--- src/rtl/pwd_pkg.sv ---
// rtl/pwd_pkg.sv - shared state encoding and default width bounds for the pulse width decoder
// Ports: none (package).
package pwd_pkg;

  typedef enum logic [1:0] {
    ST_IDLE = 2'd0,
    ST_HDR  = 2'd1,
    ST_PAY  = 2'd2,
    ST_HOLD = 2'd3
  } pwd_state_t;

  // Pulse width classification bounds in clock cycles, inclusive.
  // The backscatter modulator uses the same values.
  localparam int LB0_DEFAULT = 400;
  localparam int UB0_DEFAULT = 600;
  localparam int LB1_DEFAULT = 1200;
  localparam int UB1_DEFAULT = 1600;

  localparam logic [3:0] HEADER_DEFAULT = 4'b1010;

endpackage

--- src/rtl/pulse_width_meter.sv ---
// rtl/pulse_width_meter.sv - synchronises the trigger input and measures each high pulse width
// Ports:
//   clock, reset    : system clock, asynchronous active-high reset
//   trigger_signal  : raw envelope detector output (asynchronous)
//   trig_s          : synchronised trigger level
//   rise, fall      : single-cycle edge strobes on trig_s
//   width           : saturating high-time count, valid on the fall strobe
module pulse_width_meter #(
  parameter int CNT_W = 16
) (
  input  logic             clock,
  input  logic             reset,
  input  logic             trigger_signal,
  output logic             trig_s,
  output logic             rise,
  output logic             fall,
  output logic [CNT_W-1:0] width
);

  logic sync_q;
  logic trig_d;

  always_ff @(posedge clock or posedge reset) begin
    if (reset) begin
      sync_q <= 1'b0;
      trig_s <= 1'b0;
      trig_d <= 1'b0;
    end else begin
      sync_q <= trigger_signal;
      trig_s <= sync_q;
      trig_d <= trig_s;
    end
  end

  assign rise = trig_s & ~trig_d;
  assign fall = ~trig_s & trig_d;

  // The rise cycle is itself a high cycle, so the counter restarts at 1;
  // on the fall strobe width equals the number of cycles trig_s was high.
  always_ff @(posedge clock or posedge reset) begin
    if (reset) begin
      width <= '0;
    end else if (rise) begin
      width <= CNT_W'(1);
    end else if (trig_s && !(&width)) begin
      width <= width + CNT_W'(1);
    end
  end

endmodule

--- src/rtl/pulse_width_decoder.sv ---
// rtl/pulse_width_decoder.sv - decodes pulse-width-coded downlink frames and hands them downstream
// Ports:
//   clock, reset    : system clock, asynchronous active-high reset
//   trigger_signal  : envelope detector output (asynchronous)
//   frame_valid     : frame_data holds a complete header-matched frame
//   frame_ready     : downstream accepts the frame
//   frame_data      : payload, first received bit in the MSB
//   overrun         : one-cycle pulse per pulse completing while a frame is held
//   bit_error       : one-cycle pulse on bad width, gap timeout or header mismatch
module pulse_width_decoder
  import pwd_pkg::*;
#(
  parameter int                  CNT_W    = 16,
  parameter int                  LB0      = LB0_DEFAULT,
  parameter int                  UB0      = UB0_DEFAULT,
  parameter int                  LB1      = LB1_DEFAULT,
  parameter int                  UB1      = UB1_DEFAULT,
  parameter int                  HDR_BITS = 4,
  parameter logic [HDR_BITS-1:0] HEADER   = HDR_BITS'(HEADER_DEFAULT),
  parameter int                  PAY_BITS = 16,
  parameter int                  GAP_MAX  = 8000
) (
  input  logic                clock,
  input  logic                reset,
  input  logic                trigger_signal,
  output logic                frame_valid,
  input  logic                frame_ready,
  output logic [PAY_BITS-1:0] frame_data,
  output logic                overrun,
  output logic                bit_error
);

  localparam int MAX_BITS = (PAY_BITS > HDR_BITS) ? PAY_BITS : HDR_BITS;
  localparam int LEN_W    = $clog2(MAX_BITS + 1);

  logic             trig_s;
  logic             rise;
  logic             fall;
  logic [CNT_W-1:0] width;

  pulse_width_meter #(
    .CNT_W(CNT_W)
  ) u_meter (
    .clock          (clock),
    .reset          (reset),
    .trigger_signal (trigger_signal),
    .trig_s         (trig_s),
    .rise           (rise),
    .fall           (fall),
    .width          (width)
  );

  pwd_state_t          state, state_nxt;
  logic [LEN_W-1:0]    len, len_nxt;
  logic [PAY_BITS-2:0] bit_buf;
  logic [PAY_BITS-1:0] shifted;
  logic [CNT_W-1:0]    gap_cnt;
  logic                shift_en;
  logic                load_frame;
  logic                valid_nxt;
  logic                err_nxt;
  logic                ovr_nxt;

  logic width_sat;
  logic is_bit0;
  logic is_bit1;
  logic bit_ok;
  logic timeout;
  logic hdr_match;

  assign width_sat = &width;
  assign is_bit0   = (width >= CNT_W'(LB0)) && (width <= CNT_W'(UB0));
  assign is_bit1   = (width >= CNT_W'(LB1)) && (width <= CNT_W'(UB1));
  assign bit_ok    = !width_sat && (is_bit0 || is_bit1);
  assign shifted   = {bit_buf, is_bit1};
  assign hdr_match = (shifted[HDR_BITS-1:0] == HEADER);
  assign timeout   = (gap_cnt > CNT_W'(GAP_MAX));

  always_comb begin
    state_nxt  = state;
    len_nxt    = len;
    shift_en   = 1'b0;
    load_frame = 1'b0;
    valid_nxt  = frame_valid;
    err_nxt    = 1'b0;
    ovr_nxt    = 1'b0;

    case (state)
      ST_IDLE: begin
        if (fall) begin
          if (bit_ok) begin
            shift_en  = 1'b1;
            len_nxt   = LEN_W'(1);
            state_nxt = ST_HDR;
          end else begin
            err_nxt = 1'b1;
          end
        end
      end

      ST_HDR: begin
        if (timeout) begin
          err_nxt   = 1'b1;
          state_nxt = ST_IDLE;
        end else if (fall) begin
          if (!bit_ok) begin
            err_nxt   = 1'b1;
            state_nxt = ST_IDLE;
          end else begin
            shift_en = 1'b1;
            if (len == LEN_W'(HDR_BITS - 1)) begin
              // No sliding search: a wrong header drops everything.
              if (hdr_match) begin
                len_nxt   = '0;
                state_nxt = ST_PAY;
              end else begin
                err_nxt   = 1'b1;
                state_nxt = ST_IDLE;
              end
            end else begin
              len_nxt = len + LEN_W'(1);
            end
          end
        end
      end

      ST_PAY: begin
        if (timeout) begin
          err_nxt   = 1'b1;
          state_nxt = ST_IDLE;
        end else if (fall) begin
          if (!bit_ok) begin
            err_nxt   = 1'b1;
            state_nxt = ST_IDLE;
          end else begin
            shift_en = 1'b1;
            if (len == LEN_W'(PAY_BITS - 1)) begin
              load_frame = 1'b1;
              valid_nxt  = 1'b1;
              state_nxt  = ST_HOLD;
            end else begin
              len_nxt = len + LEN_W'(1);
            end
          end
        end
      end

      ST_HOLD: begin
        // Any pulse finishing here is dropped, even on the accept cycle.
        if (fall) begin
          ovr_nxt = 1'b1;
        end
        if (frame_valid && frame_ready) begin
          valid_nxt = 1'b0;
          state_nxt = ST_IDLE;
        end
      end

      default: begin
        state_nxt = ST_IDLE;
      end
    endcase
  end

  always_ff @(posedge clock or posedge reset) begin
    if (reset) begin
      state       <= ST_IDLE;
      len         <= '0;
      bit_buf     <= '0;
      frame_valid <= 1'b0;
      frame_data  <= '0;
      overrun     <= 1'b0;
      bit_error   <= 1'b0;
    end else begin
      state       <= state_nxt;
      len         <= len_nxt;
      frame_valid <= valid_nxt;
      overrun     <= ovr_nxt;
      bit_error   <= err_nxt;
      if (shift_en) begin
        bit_buf <= shifted[PAY_BITS-2:0];
      end
      if (load_frame) begin
        frame_data <= shifted;
      end
    end
  end

  // Free-running low-time counter; only HDR and PAY act on it, and every
  // frame starts from a rise, so it is always fresh when a frame begins.
  always_ff @(posedge clock or posedge reset) begin
    if (reset) begin
      gap_cnt <= '0;
    end else if (rise) begin
      gap_cnt <= '0;
    end else if (!trig_s && !(&gap_cnt)) begin
      gap_cnt <= gap_cnt + CNT_W'(1);
    end
  end

endmodule
--- config.mk ---
export PLATFORM = sky130hd
export DESIGN_NAME = pulse_width_decoder
export DESIGN_NICKNAME = d
export VERILOG_FILES = /design/src/rtl/pwd_pkg.sv /design/src/rtl/pulse_width_meter.sv /design/src/rtl/pulse_width_decoder.sv
export SDC_FILE = /design/constraint.sdc
export NUM_CORES = 1
export LEC_CHECK = 0
export ABC_AREA = 0
export ABC_CLOCK_PERIOD_IN_PS = 3400
export CORE_ASPECT_RATIO = 0.5
export CORE_UTILIZATION = 55
export CTS_CLUSTER_SIZE = 28
export DETAILED_ROUTE_END_ITERATION = 6
export GPL_ROUTABILITY_DRIVEN = 0
export PLACE_DENSITY = 0.75
export SYNTH_ARGS = -nofsm -noshare
export SYNTH_HDL_FRONTEND = slang
export SYNTH_SLANG_ARGS = --single-unit
--- constraint.sdc ---
create_clock -name clock -period 3.4 [get_ports clock]
set_input_delay 0.34 -clock clock [delete_from_list [all_inputs] [get_ports clock]]
set_output_delay 0.34 -clock clock [all_outputs]
set_load 0.01 [all_outputs]
; After elaboration in Yosys (flattened, before gate mapping)
; Cells that the tools add are included.
[word_totals]
register_bits = 76
in_bits = 4
out_inout_bits = 19
elab_cells = 122
[classes]
add_sub_neg = 3
magnitude_cmp = 5
n_eq_ne = 22
mux = 55
bitwise_logic = 4
n_reduce_logical = 21
[ops]
columns = operator, count
row1 = 2-to-1 mux 16 bit, 4
row2 = 2-to-1 mux 5 bit, 11
row3 = adder 16 x 1 -> 16 bit (second input constant), 2
row4 = AND reduction 16 bit, 2
row5 = 2-to-1 mux 2 bit, 12
row6 = 2-to-1 mux 1 bit, 23
row7 = inequality test 2 bit (second input constant), 11
row8 = greater-or-equal comparator 16 x 11 -> 1 bit (second input constant), 1
row9 = greater-or-equal comparator 16 x 9 -> 1 bit (second input constant), 1
row10 = > comparator 16 x 13 -> 1 bit (second input constant), 1
row11 = less-or-equal comparator 16 x 10 -> 1 bit (second input constant), 1
row12 = less-or-equal comparator 16 x 11 -> 1 bit (second input constant), 1
row13 = case mux 5 bit (3 select lines), 1
row14 = AND reduction 11 bit, 1
row15 = inequality test 3 bit (second input constant), 3
row16 = inequality test 4 bit (second input constant), 2
row17 = case mux 2 bit (4 select lines), 1
row18 = AND reduction 7 bit, 1
row19 = logical AND 1 bit, 6
row20 = AND reduction 6 bit, 1
row21 = nonzero test 2 bit, 3
row22 = adder 5 x 1 -> 5 bit (second input constant), 1
row23 = == test 5 x 2 -> 1 bit (second input constant), 1
row24 = == test 5 x 4 -> 1 bit (second input constant), 1
row25 = 12 further kinds, 18

; Longest topological paths before layout
; Gate-level depths: netlist of the first run.
[depth]
depth_word = 9
depth_mapped = 11
depth_no_buf = 8

; Cells and area by module
; A second synthesis of the first run with hierarchy kept.
[hier_totals]
cells_unflattened = 380
hier_area_um2 = 4007.6
[by_module_without_submodules]
columns = module, n_inst, cells_per_inst, area_each_um2, seq_area_each_um2
row1 = pulse_width_decoder, 1, 261, 2936.6, 1426.4
row2 = pulse_width_meter, 1, 119, 1071.0, 475.5

; Worst setup path before layout of the first run
; OpenSTA, ideal clock, no wires.
[synth_path]
path_kind = register to register
startpoint = reg u_meter.width[0]
endpoint = reg frame_data[10]
setup_ns = 0.125
arrival_ns = 2.412
required_time_ns = 3.275
setup_slack_ns = 0.863
path_stages_with_launch = 10
n_path_buf = 2
synth_period_minus_slack_ns = 2.537
path_cell_list = dfrtp_1 > inv_1 > ha_1 > and4bb_1 > nand3_1 > a311o_1 > buf_6 > a2111oi_4 > buf_6 > mux2_4
[synth_between]
elab_chain_cells = 8
word_cells_on_any_way = 14
cone_classes = order compare (4) / mux (4) / reduce/logical (6)
[synth_rtl]
columns = item, line_no
row1 = "start, declared", pulse_width_meter.sv:17  ; output logic [CNT_W-1:0] width
row2 = "start signal, assigned", pulse_width_meter.sv:46  ; width <= width + CNT_W'(1);
row3 = greater-or-equal comparator 16 x 9 -> 1 bit (tied with other cells), pulse_width_decoder.sv:72  ; assign is_bit0 = (width >= CNT_W'(LB0)) && (width <= CNT_W'(UB0));
row4 = "logical AND 1 bit, on equally long branches", "pulse_width_decoder.sv:72, pulse_width_decoder.sv:73"
row5 = logical OR 1 bit, pulse_width_decoder.sv:74  ; assign bit_ok = !width_sat && (is_bit0 || is_bit1);
row6 = logical AND 1 bit *, pulse_width_decoder.sv:74
row7 = 2-to-1 mux 1 bit *, pulse_width_decoder.sv:132  ; if (!bit_ok) begin
row8 = 2-to-1 mux 1 bit *, pulse_width_decoder.sv:131  ; end else if (fall) begin
row9 = 2-to-1 mux 1 bit *, pulse_width_decoder.sv:128  ; if (timeout) begin
row10 = 2-to-1 mux 1 bit *, pulse_width_decoder.sv:88  ; case (state)
row11 = "end signal, assigned", pulse_width_decoder.sv:184  ; frame_data <= shifted;
row12 = "end, declared", pulse_width_decoder.sv:28  ; output logic [PAY_BITS-1:0] frame_data,
; Mark *: on every way between the ends. The rest lies on a longest branch, timed or not.
; A chain may end at the register's enable or synchronous reset.

; Worst setup path after layout of the first run
[layout_path]
startpoint = reg u_meter.width[0]
endpoint = reg len[0]
[layout_between]
elab_chain_cells = 6
word_cells_on_any_way = 16
cone_classes = order compare (4) / eq/ne (5) / reduce/logical (7)
[layout_rtl]
columns = item, line_no
row1 = "parallel branches: the longest is 5 deep, another holds greater-or-equal comparator 16 x 11 -> 1 bit", n/a
row2 = AND reduction 11 bit (no line) *, n/a
row3 = "end signal, assigned", pulse_width_decoder.sv:176  ; len <= len_nxt;
row4 = "end, declared", pulse_width_decoder.sv:54  ; logic [LEN_W-1:0] len, len_nxt;
; Mark *: on every way between the ends.

==> results summary, run 1 <==
The die extent in x is 121.0 um. Broken down by cell family, the worst path's largest delay share belongs to compound AO/OA/AOI/OAI gates. The initial detailed-routing violation count came out at 163. In this run the worst hold path is classified as flip-flop to flip-flop.

For this run, the number of standard cells in the final layout without fillers is 485. The post-synthesis cell type count came out at 56. The total DRC errors in the routed layout came out at 0. The worst flop-to-flop path startpoint is u_meter.width[0]. The area share of xor/xnor cells in the synthesized design came out at 4.949%. The setup path with the least slack is of type flip-flop to flip-flop.

The slowest library cell on the worst path is a211oi_1. The cell leakage power came out at 1.995 nW. In this run the vertical extent of the chip is 61.50 um. Once detail routing completed, the nets flagged for antenna violations numbered 0. Setup repair after global routing left no endpoint under its margin.

The synthesized design contains 0 enable-type register cells. After synthesis, the largest family of logic cells by area is simple AND/OR/NAND/NOR gates. The filler cells instantiated in the layout total 485. The most used flip-flop cell after synthesis is dfrtp_1.

In the post-synthesis netlist, the biggest area contributors are dfrtp_1, mux2_2, ha_1. The cell count after placement came out at 469. The maximum level of the CTS H-tree came out at 3. The total half-perimeter wirelength after legalization and detailed placement is 5.123 mm.

Compared with the post-synthesis result, the final layout area differs by 14.91%. The shortest clock period the worst path allows after layout is 2.725 ns. The worst hold path terminates at u_meter.trig_s. Cells with a size suffix above 1 make up 13.74% of the layout. For this block, the routed nets add up to 7.906 mm of wire. The register bit count reported by yosys is 76.

The longest clock path from root to sink contains 2 buffers. The fraction of registers with async set or reset after synthesis came out at 100.0%. The total overflow reported by the global router is 0. In this run the cell area of the synthesized design comes to 0.003894 mm2. The actual transition at the worst max-transition pin is 0.8048 ns.

For flop-to-flop paths, the worst setup slack is 0.68 ns. The max-slew violation count is 0. The number of global-route vias before repair is 2720. The multiplexer fraction of the synthesized cell area came out at 9.865%. Counting both buffers and inverters, the worst setup path holds a total of 1. The share of synthesized area in the top cell type comes to 48.84%. Walking the worst path, the cells encountered are inv_1 -> ha_1 -> and4bb_1 -> nand3_1 -> a311o_1 -> a211oi_1 -> nand3b_1 -> mux2_2. The number of search-and-repair iterations in the first detailed-routing pass came out at 5. For this run, the post-layout net count is 403. The largest net degree at the start of global routing is 41.

The post-route clock skew is 0.004944 ns. The clock network power share came out at 42.9%. The count of hold-fix buffers inserted at cts is 0.

The area of the die came out at 0.007440 mm2. The highest fanout seen on the critical path came out at 10. Of all cell types, the one taking the most synthesized area is dfrtp_1. After layout, the design draws a total of 0.002236 W. The number of hold-slack violations in the final timing report came out at 0. In this run the clock root is driven by a clkbuf_16. The biggest cell delay along the critical path is 0.53 ns. The worst-case headroom to the max-slew limit is 46.09%. The via count normalized by instance count is 5.934. The mean instance size in the synthesized netlist came out at 10.61 um2. The wire length per cell after detailed routing came out at 16.30 um. The clock tree from TritonCTS is done. The proportion of synthesized chip area in sequential cells is 48.84%. The count of instances resized after the clock tree is built is 0.

The repair_antennas step left the layout with diodes totalling 0. The core outline area came out at 0.006753 mm2. For this run, the top clock speed supported by timing is 0.3670 GHz.

The data arrival time of the critical path came out at 2.95 ns. The post-synth net total is 382. The post-route clock period utilization is 80.14%.

The number of vias after detailed routing is 2878. The setup-violating endpoint count in the final report came out at 0. The worst setup path is captured at a flip-flop. The first global-routing pass estimated 12.79 mm of wire. The origin of the worst min-delay path is u_meter.sync_q. For this design the top-level I/O count stands at 23. The post-CTS setup-driven buffer insertion count is 0.

The internal power is 0.001638 W. The number of buffers added on ports came out at 22. The count of synthesis-stage warnings from yosys came out at 0.

After clock tree synthesis, the clock-pin slew on the worst setup and hold paths is 0.06 ns. The simple-gate share of the synthesized area is 17.06%. The flow ran to the end, and the final reports show no timing, DRC or antenna violations.

The initial core utilization came out at 57.66%. The worst register-to-register path has a depth of 8. At the later pin of the worst-skew pair, clock insertion delay measures 0.34 ns. The gate count after technology mapping came out at 367.

Of the total power, the share spent switching nets is 26.73%. The tree built by TritonCTS fans out to 76 sinks. The sequential share of power came out at 44.5%. The worst setup path is launched from a flip-flop.

The capturing point of the worst reg2reg path is len[0]. The required time at the endpoint of the critical path came out at 3.62 ns. The reported net switching power is 0.0005977 W.

The peak supply drop is 0.3461 mV. Clock tree synthesis inserted a total of 9 buffers. The instance count along the most critical hold path came out at 0. The share of total power in combinational logic is 12.7%. The row count is 21. Cells fill 66.26% of the core in the end. The compound-cell area share of the yosys netlist came out at 11.54%. The overall global routing resource usage came out at 22.97%. The power density relative to cell area is 499.7 mW/mm2. The max-cap check violation count is 0.

The initial antenna violation count is 0. The area share of fa/ha/maj cells after synthesis came out at 3.535%. The total negative slack is 0 ns.
state kept, by name (all words and copies together) (netlist names):
name and flops:
bit_buf 15, bit_error 1, frame_data 16, frame_valid 1, gap_cnt 16, len 5, overrun 1, state 2
u_meter.sync_q 1, u_meter.trig_d 1, u_meter.trig_s 1, u_meter.width 16
kinds of logic after synthesis:
logic type               after synthesis
adder cells (fa/ha/maj)               11
AND/OR/NAND/NOR                      127
flip-flops                            76
buffers and inverters                 34
multiplexers                          32
XOR/XNOR                              22
AO/OA/AOI/OAI                         65
layer usage:
| layer | global-route usage (%) | share of wire (%) | vias up |
|---|---|---|---|
| li1 | - | - | 1363 |
| met1 | 28.50 | 45 | 1394 |
| met2 | 37.71 | 47 | 98 |
| met3 | 7.315 | 5.5 | 23 |
| met4 | 10.93 | 2.3 | 0 |
| met5 | 0 | 0 | - |
power by group through the flow:
stage / Clock [W] / Combinational (W) / Sequential, W
3_3_place_gp: 0 / 0.000264 / 0.00100
5_1_grt: 0.00102 / 0.000316 / 0.000999
3_5_place_dp: 0 / 0.000273 / 0.00101
2_1_floorplan: 0 / 0.000208 / 0.000995
6_report: 0.000958 / 0.000283 / 0.000994
4_1_cts: 0.000978 / 0.000281 / 0.000993
Yosys cell counts (3+ instances only):
master / count
a21o_1: 3
a21oi_1: 15
a31oi_1: 6
and2_1: 4
and3_1: 8
buf_6: 4
clkbuf_1: 7
dfrtp_1: 76
ha_1: 11
inv_1: 19
mux2_2: 23
mux2_4: 7
nand2_1: 20
nand2b_1: 3
nand3_1: 15
nand4_1: 8
nor2_1: 33
nor3_1: 12
nor4_1: 9
o211ai_1: 3
o21ai_0: 13
o31ai_1: 5
xnor2_1: 15
xor2_1: 7
per-stage QoR:
| stage | hold slack [ns] | setup slack (ns) | instance area, um2 |
|---|---|---|---|
| floorplan | 0.3312 | 0.8629 | 3894 |
| global placement | 0.3368 | 0.8586 | 4172 |
| detailed placement | 0.3389 | 0.7270 | 4172 |
| CTS | 0.3487 | 0.7148 | 4474 |
| global route | 0.3748 | 0.5511 | 4474 |
| finish | 0.3465 | 0.6752 | 4474 |
final cells by class:
type                       count  area, um2  share of cell area [%]
sequential                    76       1902                   42.51
timing repair buffer          25      255.2                   5.705
clock buffer                  10      239.0                   5.341
multi-input combinational    257       1828                   40.86
clock inverter                 6      63.81                   1.426
tap                           92      115.1                   2.573
inverter                      19      71.32                   1.594
placed cells by master, fill, tap and decap left out, types with 4 or more instances in the layout:
cell type / n
dfrtp_1: 76
nor2_1: 33
mux2_2: 23
clkdlybuf4s50_1: 22
nand2_1: 20
inv_1: 18
nand3_1: 15
a21oi_1: 15
xnor2_1: 15
o21ai_0: 13
nor3_1: 12
ha_1: 11
nor4_1: 9
clkbuf_16: 9
and3_1: 8
nand4_1: 8
mux2_4: 7
xor2_1: 7
a31oi_1: 6
o31ai_1: 5
and2_1: 4
worst max-delay path by stage:
stage / start / cells after the start / slack [ns] / end
2_1_floorplan: u_meter.width[0] / 9 / 0.86 / frame_data[10]
3_3_place_gp: u_meter.width[0] / 8 / 0.86 / len[0]
3_5_place_dp: u_meter.width[0] / 8 / 0.73 / len[0]
4_1_cts: u_meter.width[0] / 8 / 0.71 / len[0]
5_1_grt: u_meter.width[0] / 8 / 0.55 / len[0]
6_report: u_meter.width[0] / 8 / 0.68 / len[0]
Note: power is estimated with default switching activity, not from simulation.
==> inputs of run 2 (changes only) <==
- ABC_CLOCK_PERIOD_IN_PS: 3400 -> 2400
- CORE_UTILIZATION: 55 -> 54
- PLACE_DENSITY: 0.75 -> 0.76
- clock period: 3.4 -> 2.4 ns (I/O delays scaled with it)
==> run 2 against run 1 <==
Compared with the run above:
- via count grew 3.5%
- fmax grew 15%
- critical path depth shrank 1
- largest cell class unchanged
- clock skew grew 0.0034 ns
- hold slack lost 0.16 ns
- critical endpoint unchanged
- sequential cell count is the same
- non-clock buffer count grew 16
- combinational power grew 69%
- cell area grew 3.8%
- highest routed layer unchanged
==> results summary, run 2 (same netlist as run 1, synthesis figures left out) <==
The flow ran to the end, and the final reports show no timing, DRC or antenna violations. The wire length per cell after detailed routing was 17.17 um (+5.4%). From synthesis to final layout, the design area changed by 19.28%. The largest registers in the layout are frame_data x16, gap_cnt x16, u_meter.width x16.

The number of buffers added on ports is 22 (unchanged). The number of vias after detailed routing is 2980 (+3.5%). The total half-perimeter wirelength after legalization and detailed placement came to 5.771 mm (+13%). The worst flop-to-flop path startpoint is u_meter.width[5].

The power density relative to cell area came out at 691.5 mW/mm2 (+38%). The post-layout total power is 0.003212 W (+44%). The initial core utilization is 57.00% (-0.67 points). The area of the die came out at 0.007575 mm2 (+1.8%). The total overflow reported by the global router came out at 0 (unchanged). The area taken by flip-flops and latches was 0.001904 mm2 (+0.13%). The finished layout cell area came to 0.004644 mm2 (+3.8%).

The worst setup slack before clock tree synthesis is 0.08809 ns (-0.6389 ns). The worst-case headroom to the max-slew limit came out at 63.22% (+17 points). The max-cap check violation count came out at 0 (unchanged).

The post-route clock skew came out at 0.008366 ns (+0.003423 ns). The global-route wire length before repair is 13.22 mm (+3.3%). The cell leakage power is 2.087 nW (+4.6%). The die extent in x is 122.1 um (+0.91%). The setup-violating endpoint count in the final report is 0 (unchanged). The maximum level of the CTS H-tree came out at 3 (unchanged).

The number of search-and-repair iterations in the first detailed-routing pass came out at 5 (unchanged). The highest fanout seen on the critical path came out at 8 (-2). The cell family contributing the most delay on the critical path is simple AND/OR/NAND/NOR gates. The via count normalized by instance count is 5.948 (+0.24%). The final antenna diode count came out at 0 (unchanged). The count of hold-fix buffers inserted at cts came out at 0 (unchanged). The number of global-route vias before repair came out at 2785 (+2.4%).

The number of buffers and inverters on the critical path is 1 (unchanged). The max-slew violation count came out at 0 (unchanged). The fraction of layout cells with a size suffix above 1 is 18.83% (+5.1 points). The required time at the endpoint of the critical path came out at 2.62 ns (-1.00 ns). The clock slew at the register clock pins of the worst setup and hold paths came out at 0.06 ns (about the same).

The footprint of the multi-input gates was 0.001859 mm2 (+1.7%). The shortest clock period the worst path allows after layout was 2.363 ns (-0.3615 ns). The final worst slack is 0.03668 ns (-0.6385 ns). The internal power came out at 0.002334 W (+42%). The clock tree from TritonCTS is done.

The CTS buffer count is 9 (unchanged). The switching part of the total power is 27.32% (+0.58 points). In this run the clock root is driven by a clkbuf_16.

The overall global routing resource usage came to 23.60% (+0.62 points). The total negative slack came out at 0 ns (unchanged). The final wirelength came out at 8.604 mm (+8.8%). The data arrival time of the critical path came out at 2.58 ns (-0.37 ns). The total number of clock tree sinks is 76 (unchanged). The total DRC errors in the routed layout came out at 0 (unchanged). The die span in y is 62.05 um (+0.89%).

The utilization after layout came out at 67.99% (+1.7 points). The instance area at placement came out at 0.004302 mm2 (+3.1%). The actual transition at the worst max-transition pin is 0.5480 ns (-0.2568 ns). The commonest non-fill, non-tap cell in the layout is dfrtp_1. The peak supply drop is 0.5947 mV (+72%).

The clock network power share was 41.7% (-1.2 points). The largest net degree at the start of global routing came out at 39 (-4.9%). The share of total power in combinational logic is 14.9% (+2.2 points). The largest individual stage delay along the critical path comes from the cell dfrtp_1. The kind of launch point of the worst setup path is a flip-flop. The critical path goes through and4bb_1 -> nand3_1 -> a311o_1 -> buf_4 -> a211oi_2 -> nand3b_1 -> mux2_2.

The reported net switching power came out at 0.0008773 W (+47%). The buffer depth of the longest clock path is 2 (unchanged). The number of fill cells came to 500 (+3.1%). In the layout the commonest cells are dfrtp_1, nor2_1, mux2_2.

The post-route clock period utilization came out at 98.47% (+18 points). The kind of end point of the critical path is a flip-flop. The row count is 21 (unchanged).

The clock latency on the worst-skew pair came to 0.34 ns (about the same). The number of primary I/O pins came out at 23 (unchanged). The fmax is 0.4231 GHz (+15%). The slack of the worst reg-to-reg path came out at 0.04 ns (-0.64 ns). The biggest cell delay along the critical path came to 0.45 ns (-0.08 ns). The critical setup path kind is flip-flop to flip-flop. The initial detailed-routing violation count was 181 (+11%). The count of nets after finishing is 419 (+4.0%). The core outline area is 0.006832 mm2 (+1.2%). The initial antenna violation count is 0 (unchanged). The path depth of the worst reg2reg path came out at 7 (-1). The number of hold-slack violations in the final timing report is 0 (unchanged). The endpoint identified for the worst register-to-register timing path is len[0]. The sequential share of power came to 43.4% (-1.1 points). Setup repair after global routing could not meet its margin everywhere. The worst hold path belongs to the class input port to asynchronous set/reset pin.

The final antenna-violating net count came out at 0 (unchanged).
[run 2: changes by cell type in the layout (fill, tap and decap cells not counted), moves of 2 or more]
cell     change
buf_12       +2
dfrtp_1      -2
buf_4       +14
dfrtp_2      +2
[run 2: how the worst max path moves through the flow]
stage,to,startpoint,depth (start not counted),slack [ns]
3_3_place_gp,frame_data[3],u_meter.width[0],7,0.16
3_5_place_dp,frame_data[2],u_meter.width[5],6,0.09
4_1_cts,len[0],u_meter.width[5],7,0.006
2_1_floorplan,frame_data[10],u_meter.width[0],9,-0.10
5_1_grt,frame_data[2],u_meter.width[6],6,-0.03
6_report,len[0],u_meter.width[5],7,0.04
[run 2: power by group through the flow]
stage               registers (W)  logic, W  clock network (W)
floorplan                 0.00141  0.000294                  0
global placement          0.00141  0.000418                  0
detailed placement        0.00141  0.000441                  0
CTS                       0.00139  0.000448            0.00136
global route              0.00140  0.000520            0.00141
finish                    0.00139  0.000479            0.00134
[run 2: timing repair]
| item | CTS | global route |
|---|---|---|
| buffers inserted | 0 | 2 |
| setup endpoints to repair | 0 | 7 |
| gates resized for setup | 0 | 9 |
[run 2: final cells by class]
cell class	count	area share (%)
well taps	92	2.478
clock buffers	10	4.930
flip-flops and latches	76	41.00
inverters	19	1.536
repair buffers	41	8.621
clock inverters	6	1.401
multi-input cells	257	40.03
[run 2: metal layers]
metal	global-route usage, %	vias up	routed length [um]
met5	0	-	0
met4	9.233	0	119
met3	7.208	22	518
met2	39.31	110	4073
met1	29.77	1455	3891
li1	-	1393	-
[run 2: per-stage QoR]
stage	std cells	hold WS [ns]
2_1_floorplan	367	0.2714
3_3_place_gp	483	0.3384
6_report	501	0.1882
3_5_place_dp	483	0.3694
5_1_grt	501	0.2250
4_1_cts	499	0.1923
==> patch: new RTL, flow settings as in run 1 <==
The parameter `PAY_BITS` goes from 16 to 8.
--- a/src/rtl/pulse_width_decoder.sv
+++ b/src/rtl/pulse_width_decoder.sv
@@ -17,7 +17,7 @@
   parameter int                  UB1      = UB1_DEFAULT,
   parameter int                  HDR_BITS = 4,
   parameter logic [HDR_BITS-1:0] HEADER   = HDR_BITS'(HEADER_DEFAULT),
-  parameter int                  PAY_BITS = 16,
+  parameter int                  PAY_BITS = 8,
   parameter int                  GAP_MAX  = 8000
 ) (
   input  logic                clock,
Ports: changed (resized frame_data); port bits go from 23 to 15. The function was not compared with the original's and may differ.
==> patch against run 1 <==
- sequential power fell by 23%
- setup slack improved by 0.27 ns
- global-route usage rose by 0.78 points
- sequential share of layout area fell by 3.0 points
- design area fell by 17%
- wire length fell by 18%
- total power fell by 17%
- sequential cell count fell by 17
- area after synthesis fell by 17%
- critical path type unchanged
- critical endpoint is now frame_data[0]
- highest routed layer unchanged
==> patch: results (changes against run 1) <==
worst_ir_drop_vdd_mv: 0.350  # was 0.346 mV
run_status: "completed"  # unchanged
yosysTopAreaCellShare: 0.455  # was 0.488
reg_top3: "gap_cnt x16, u_meter.width x16, frame_data x8"  # was frame_data x16, gap_cnt x16, u_meter.width x16
wire_length_of_the_first_global_routing_pass_microns: 11600  # was 12800 microns
gr-usage-met1: 0.305  # was 0.285
firstDrtPassIters: 4  # was 5
timing.critical_path.slowest_cell_delay_ns: 0.41  # was 0.53 ns
grt_max_degree: 38  # was 41
via_per_inst: 5.91  # was 5.93
finalCriticalPeriod_ns: 2.46  # was 2.72 ns
synth_cell_type_count: 59  # was 56
nNetsFinal: 352  # was 403
grtUsageTotal: 0.237  # was 0.230
wirelength_microns: 6500  # was 7910 microns
synth_fp_nets: 334  # was 382
crit_arrival_ns: 2.66  # was 2.95 ns
critPathSlowestCell: "dfrtp_1"  # was a211oi_1
clock-skew-final_ns: 0.00622  # was 0.00494 ns
tightestPinTransition_ns: 0.827  # was 0.805 ns
grt_pass1_vias: 2482  # was 2720
place_ws_ns: 0.965  # was 0.727 ns
filler_instances: 419  # was 485
yosys-top-cells-count: "dfrtp_1 (59), nor2_1 (32), nand2_1 (24)"  # was dfrtp_1 (76), nor2_1 (33), mux2_2 (23)
use_met2: 0.363  # was 0.377
buffer_ports.inserted: 14  # was 22
timing.critical_path.from: "gap_cnt[14]"  # was u_meter.width[0]
groute.layer.met3.usage: 0.0799  # was 0.0731
synthTopCellsByArea: "dfrtp_1 (46%), mux2_2 (4.2%), ha_1 (3.9%), nor2_1 (3.7%), xor2_1 (3.5%)"  # was dfrtp_1 (49%), mux2_2 (6.7%), ha_1 (3.5%), xnor2_1 (3.4%), nor2_1 (3.2%)
synth-seq-area-share: 0.455  # was 0.488
[patch: final cells by class]
cell class | instances | area share
Multi-Input combinational cell | 234 | 0.445
Sequential cell | 59 | 0.395
Clock buffer | 9 | 0.0603
Timing Repair Buffer | 17 | 0.0436
Tap cell | 73 | 0.0245
Inverter | 17 | 0.0171
Clock inverter | 7 | 0.0144
[patch: logic make-up (layout without fill, tap and decap cells)]
| kind of cell | after synthesis | count (layout) | synth area share |
|---|---|---|---|
| AOI/OAI and AO/OA | 54 | 54 | 0.134 |
| xor gates and xnor gates | 22 | 22 | 0.0594 |
| adders and majority gates | 10 | 10 | 0.0386 |
| buffers and inverters | 27 | 50 | 0.0328 |
| DFF | 59 | 59 | 0.455 |
| muxes | 20 | 20 | 0.0690 |
| and+or+nand+nor | 128 | 128 | 0.211 |
[patch: final timing paths]
kind | end | slack [ns] | depth (start not counted)
max in group asynchronous | u_meter.width[11] | 2.21 | 3
min in group clock | u_meter.trig_s | 0.35 | 0
min | frame_data[6] | 0.34 | 2
max reg2reg | frame_data[0] | 0.94 | 6
max | frame_data[0] | 0.94 | 6
min reg2reg | u_meter.trig_s | 0.35 | 0
[patch: critical path, delay by kind of cell (launching register included)]
family          cells  cell delay (ns)
flops               1             0.41
simple gates        3             0.99
mux                 1             0.40
compound gates      2             0.54
[patch: stage by stage]
stage / hold WS [ns] / total power [mW] / cell area, sq um / cells
after floorplan: 0.331 / 0.970 / 3240 / 320
after detailed placement: 0.336 / 1.04 / 3460 / 400
after global placement: 0.331 / 1.02 / 3460 / 400
after CTS: 0.354 / 1.87 / 3730 / 416
final: 0.345 / 1.86 / 3730 / 416
after global routing: 0.358 / 1.95 / 3730 / 416
[patch: per-layer routing]
| metal | share of wire | wire, microns | up-vias |
|---|---|---|---|
| met3 | 0.047 | 306 | 15 |
| met2 | 0.46 | 3020 | 64 |
| met1 | 0.47 | 3030 | 1200 |
| met4 | 0.021 | 136 | 0 |
| li1 | - | - | 1181 |
| met5 | 0 | 0 | - |
[patch: power breakdown]
| part | internal, mW | total (mW) | switching (mW) |
|---|---|---|---|
| clock | 0.495 | 0.828 | 0.333 |
| combinational | 0.0961 | 0.260 | 0.164 |
| sequential | 0.733 | 0.768 | 0.0351 |
| total | 1.32 | 1.86 | 0.532 |
